===== config.mk =====
export PLATFORM = sky130hd
export DESIGN_NAME = insn_fetch
export DESIGN_NICKNAME = d
export VERILOG_FILES = /design/src/rtl/insn_fetch.sv
export SDC_FILE = /design/constraint.sdc
export NUM_CORES = 1
export LEC_CHECK = 0
export ABC_AREA = 1
export CAP_MARGIN = 40
export CORE_ASPECT_RATIO = 0.6
export CORE_MARGIN = 10
export CORE_UTILIZATION = 50
export DETAILED_ROUTE_END_ITERATION = 6
export PLACE_DENSITY = 0.76
export SLEW_MARGIN = 10
export SYNTH_ARGS = -nofsm -noshare
export SYNTH_HDL_FRONTEND = slang
export SYNTH_SLANG_ARGS = --single-unit

===== constraint.sdc =====
create_clock -name clk -period 4.85 [get_ports clk]
set_clock_uncertainty 0.05 [all_clocks]
set_input_delay 0.97 -clock clk [delete_from_list [all_inputs] [get_ports clk]]
set_output_delay 0.97 -clock clk [all_outputs]
set_load 0.02 [all_outputs]

===== src/rtl/insn_fetch.sv =====
// RV32 instruction fetch: PC generation, credit-limited imem requests, in-order
// response buffering toward decode, and redirect flush with in-flight response drop.
module insn_fetch #(
  parameter logic [31:0] RESET_PC = 32'h0000_0000,
  parameter int          DEPTH    = 2
) (
  input  logic        clk,
  input  logic        rst_n,
  output logic        imem_req_valid,
  input  logic        imem_req_ready,
  output logic [31:0] imem_req_addr,
  input  logic        imem_resp_valid,
  input  logic [31:0] imem_resp_data,
  output logic        insn_valid,
  input  logic        insn_ready,
  output logic [31:0] insn,
  output logic [31:0] insn_pc,
  input  logic        redirect_valid,
  input  logic [31:0] redirect_pc
);

  localparam int AW = $clog2(DEPTH);
  localparam int CW = $clog2(DEPTH + 1);

  localparam logic [0:0]    ST_START = 1'b0;
  localparam logic [0:0]    ST_RUN   = 1'b1;
  localparam logic [CW-1:0] ONE      = CW'(1);
  localparam logic [CW-1:0] FULL     = CW'(DEPTH);
  localparam logic [CW:0]   CAP      = (CW + 1)'(DEPTH);
  localparam logic [AW-1:0] PTR_ONE  = AW'(1);

  logic [0:0]    state;
  logic [31:0]   pc;
  logic [CW-1:0] outstanding;
  logic [CW-1:0] outstanding_next;
  logic [CW-1:0] count;
  logic [CW-1:0] drop_cnt;
  logic [AW-1:0] rd_ptr;
  logic [AW-1:0] wr_ptr;
  logic [AW-1:0] ifq_rd;
  logic [AW-1:0] ifq_wr;

  logic [31:0] buf_data [DEPTH];
  logic [31:0] buf_pc   [DEPTH];
  logic [31:0] ifq_pc   [DEPTH];

  logic        run;
  logic        accept;
  logic        discard;
  logic        push;
  logic        pop;
  logic [31:0] redirect_target;

  assign run             = (state == ST_RUN);
  // Dropped-but-unreturned requests keep their credit until the response shows up.
  assign imem_req_valid  = run && !redirect_valid &&
                           (({1'b0, outstanding} + {1'b0, count}) < CAP);
  assign imem_req_addr   = pc;
  assign accept          = imem_req_valid && imem_req_ready;
  assign discard         = imem_resp_valid && (redirect_valid || (drop_cnt != '0));
  assign push            = imem_resp_valid && !discard;
  assign insn_valid      = (count != '0);
  assign pop             = insn_valid && insn_ready;
  assign insn            = insn_valid ? buf_data[rd_ptr] : 32'h0;
  assign insn_pc         = insn_valid ? buf_pc[rd_ptr]   : 32'h0;
  assign redirect_target = redirect_pc & 32'hFFFF_FFFC;

  always_comb begin
    outstanding_next = outstanding;
    if (accept && !imem_resp_valid) begin
      outstanding_next = outstanding + ONE;
    end else if (!accept && imem_resp_valid) begin
      outstanding_next = outstanding - ONE;
    end
  end

  always_ff @(posedge clk or negedge rst_n) begin
    if (!rst_n) begin
      state       <= ST_START;
      pc          <= RESET_PC;
      outstanding <= '0;
      count       <= '0;
      drop_cnt    <= '0;
      rd_ptr      <= '0;
      wr_ptr      <= '0;
      ifq_rd      <= '0;
      ifq_wr      <= '0;
    end else begin
      state       <= ST_RUN;
      outstanding <= outstanding_next;
      if (accept) begin
        ifq_wr <= ifq_wr + PTR_ONE;
      end
      if (imem_resp_valid) begin
        ifq_rd <= ifq_rd + PTR_ONE;
      end
      if (redirect_valid) begin
        // Everything still in flight after this cycle belongs to the old path.
        pc       <= redirect_target;
        count    <= '0;
        rd_ptr   <= '0;
        wr_ptr   <= '0;
        drop_cnt <= outstanding_next;
      end else begin
        if (accept) begin
          pc <= pc + 32'd4;
        end
        if (discard) begin
          drop_cnt <= drop_cnt - ONE;
        end
        if (push) begin
          wr_ptr <= wr_ptr + PTR_ONE;
        end
        if (pop) begin
          rd_ptr <= rd_ptr + PTR_ONE;
        end
        if (push && !pop) begin
          count <= count + ONE;
        end else if (pop && !push) begin
          count <= count - ONE;
        end
      end
    end
  end

  // Payload storage carries no reset; validity is tracked by the pointers above.
  always_ff @(posedge clk) begin
    if (accept) begin
      ifq_pc[ifq_wr] <= pc;
    end
    if (push) begin
      buf_data[wr_ptr] <= imem_resp_data;
      buf_pc[wr_ptr]   <= ifq_pc[ifq_rd];
    end
  end

  assert property (@(posedge clk) disable iff (!rst_n)
    !(imem_resp_valid && (count == FULL)));

  assert property (@(posedge clk) disable iff (!rst_n)
    !(imem_resp_valid && (outstanding == '0)));

endmodule


==> impl_metrics.json <==
{
  "ys_types": 38,
  "cpPeakStageDelay_ns": 0.65,
  "port_buffers": 161,
  "powerDensity_mw_per_mm2": 502,
  "grt_pass1_wl_um": 36200,
  "synth-seq-cells": 225,
  "ctsResizeCount": 0,
  "synth_ff_type": "edfxtp_1",
  "clk_pin_slew_ns": 0.07,
  "hold_viol_final": 0,
  "synth-seq-area-share_pct": 67.7,
  "slew_violations": 0,
  "total_power_w": 0.00616,
  "via_per_inst": 5.15,
  "setup_viol_count_final": 0,
  "layout-drive-gt1-share_pct": 10.0,
  "ant_nets": 0,
  "fp.dieArea_mm2": 0.0255,
  "syn_inst": 881,
  "ys_warn_count": 0,
  "clk_latency_ns": 0.51,
  "hold_ws_ns": 0.266,
  "rr_worst_depth": 7,
  "synth_edf_count": 184,
  "cts_htree_levels": 1,
  "rsz0062_at_grt": "no",
  "start_util_pct": 50.8,
  "path_max_fanout": 38,
  "overflow": 0,
  "multi_input_area_mm2": 0.00276,
  "drc": 0,
  "wl_per_cell_um": 18.1,
  "synth_area_leaders": "edfxtp_1 57%, nand2_1 12%, dfrtp_1 11%",
  "crit_end": "insn[26]",
  "cts_tree": "yes",
  "die_h_um": 128,
  "hold_buffers": 0,
  "min_period_ns": 3.83,
  "synth.top_cell.area_share_pct": 57.1,
  "worst_slew_pin_slew_ns": 0.822,
  "areaGrowthSynthToFinish_pct": 26.8,
  "netlist_area_mm2": 0.00967,
  "diodes": 0,
  "dr.first_iter.drc_count": 512,
  "max_cap_violations": 0,
  "ir_drop_mv": 0.295,
  "root_buffer": "clkbuf_16",
  "grt_pass1_vias": 6442,
  "cpMaxStageDelayCell": "clkdlybuf4s50_1",
  "routed_wl_um": 23500,
  "nets": 1115,
  "clk_path_buf_depth": 3,
  "finalSetupTns_ns": 0,
  "reg2reg_slack_ns": 2.02,
  "dp_cells": 1264,
  "fp-row-count": 39,
  "fp.coreArea_mm2": 0.0190,
  "cts_buffers": 22,
  "required_ns": 3.83,
  "place_hpwl_um": 15700,
  "grt_usage_pct": 18.1,
  "startpoint_type": "flop",
  "async_flop_share_pct": 18.2,
  "crit_path_cell_trace": "inv_2 > buf_4 > nand2_1 > a21oi_1 > clkdlybuf4s50_1",
  "post-route-util_pct": 64.5,
  "num_vias": 6704,
  "final_cells": 1303,
  "fmaxAchievable_ghz": 0.261,
  "grt_max_degree": 64,
  "run_status": "completed",
  "netlist.top_cell.by_area": "edfxtp_1",
  "gp_congestion": 0.914,
  "worst-endpoint-arrival_ns": 2.81,
  "p_leak_nw": 4.63,
  "crit_type": "flop to output port",
  "relSlewSlack_pct": 45.2,
  "clock_sinks": 225,
  "antenna_found_initial": 0,
  "period_share_pct": 79.0,
  "r2r-end": "ifq_pc[1][31]",
  "cts_setup_buffers": 0,
  "chipWidth_um": 200,
  "seqCellArea_mm2": 0.00655,
  "reg2reg_from": "count[0]",
  "ioPinCount": 168,
  "crit_start": "rd_ptr",
  "fill_cells": 1454,
  "end_kind": "output port",
  "hold_class": "input port to asynchronous set/reset pin",
  "first_pass_iters": 5,
  "postSynthAreaPerCell_um2": 11.0
}
-- worst min path at each step --
stage | start | end | slack (ns) | depth (start not counted)
2_1_floorplan | drop_cnt[1] | drop_cnt[1] | 0.42 | 2
3_3_place_gp | drop_cnt[1] | drop_cnt[1] | 0.45 | 2
3_5_place_dp | drop_cnt[1] | drop_cnt[1] | 0.45 | 2
4_1_cts | rst_n | run | 0.26 | 1
5_1_grt | rst_n | run | 0.26 | 1
6_report | rst_n | run | 0.27 | 1
-- power by group --
part	leakage, nW	switching (W)	total [W]	internal, W
logic	2.13	0.00111	0.00190	0.000792
registers	2.16	0.000226	0.00260	0.00237
clock network	0.343	0.000707	0.00166	0.000956
total	4.63	0.00204	0.00616	0.00412
-- kinds of logic after synthesis --
logic type | count (synthesis) | synth area share, %
AO/OA/AOI/OAI | 96 | 5.20
flip-flops | 225 | 67.7
XOR/XNOR | 10 | 0.906
adder cells (fa/ha/maj) | 3 | 0.466
other | 2 | 0.0776
buffers and inverters | 98 | 4.15
multiplexers | 30 | 3.49
AND/OR/NAND/NOR | 417 | 18.0
-- cells in the mapped netlist, types with 2 or more instances --
cell type	n
nand3_1	35
ha_1	2
o21ai_0	19
inv_1	58
buf_4	4
inv_2	2
o211ai_1	5
dfrtp_1	41
nand2_2	8
a21oi_1	65
xor2_1	9
buf_1	9
conb_1	2
nor2_4	5
nor3_1	4
nor2_1	44
edfxtp_1	184
nand2_1	304
clkbuf_1	9
nor2_2	9
mux2_2	30
buf_2	15
o21ai_1	3
-- flip-flops by register name (all words and copies together) (netlist names), 2 cells and up --
register and cells:
buf_pc 60, imem_req_addr 30, outstanding 2, drop_cnt 2, count 2, ifq_pc 60
buf_data 64
-- per-stage QoR --
step                      setup slack (ns)  cell area, um2
after floorplan                      0.430            9680
after global placement                1.55           11500
after detailed placement              1.51           11600
after CTS                            0.958           12300
after global routing                 0.834           12300
final                                 1.02           12300
-- metal layers --
metal,part of all wire (%),GRT usage [%],up-vias
met5,0,0,-
met4,1.4,3.41,0
met3,9.0,4.54,27
met2,45,27.9,207
met1,45,25.6,3194
li1,-,-,3276
-- cells in the final DEF (no fill, tap or decap), types with 22 or more instances in the layout --
master / instances
a21oi_1: 65
clkbuf_16: 22
clkdlybuf4s50_1: 160
dfrtp_1: 39
edfxtp_1: 184
inv_1: 58
mux2_2: 30
nand2_1: 304
nand3_1: 35
nor2_1: 39
-- critical path, delay by kind of cell (launching register included) --
family | cells | cell delay (ns)
flip-flops | 1 | 0.41
AND/OR/NAND/NOR | 1 | 0.09
buffers and inverters | 3 | 1.57
AO/OA/AOI/OAI | 1 | 0.21
-- final cells by class --
class / instances / share of cell area [%]
timing repair buffer: 171 / 14.0
tap: 246 / 2.51
clock inverter: 13 / 1.00
multi-input combinational: 561 / 22.5
sequential: 225 / 53.4
clock buffer: 26 / 4.69
inverter: 61 / 1.87
Power figures use the tool's default switching activity.
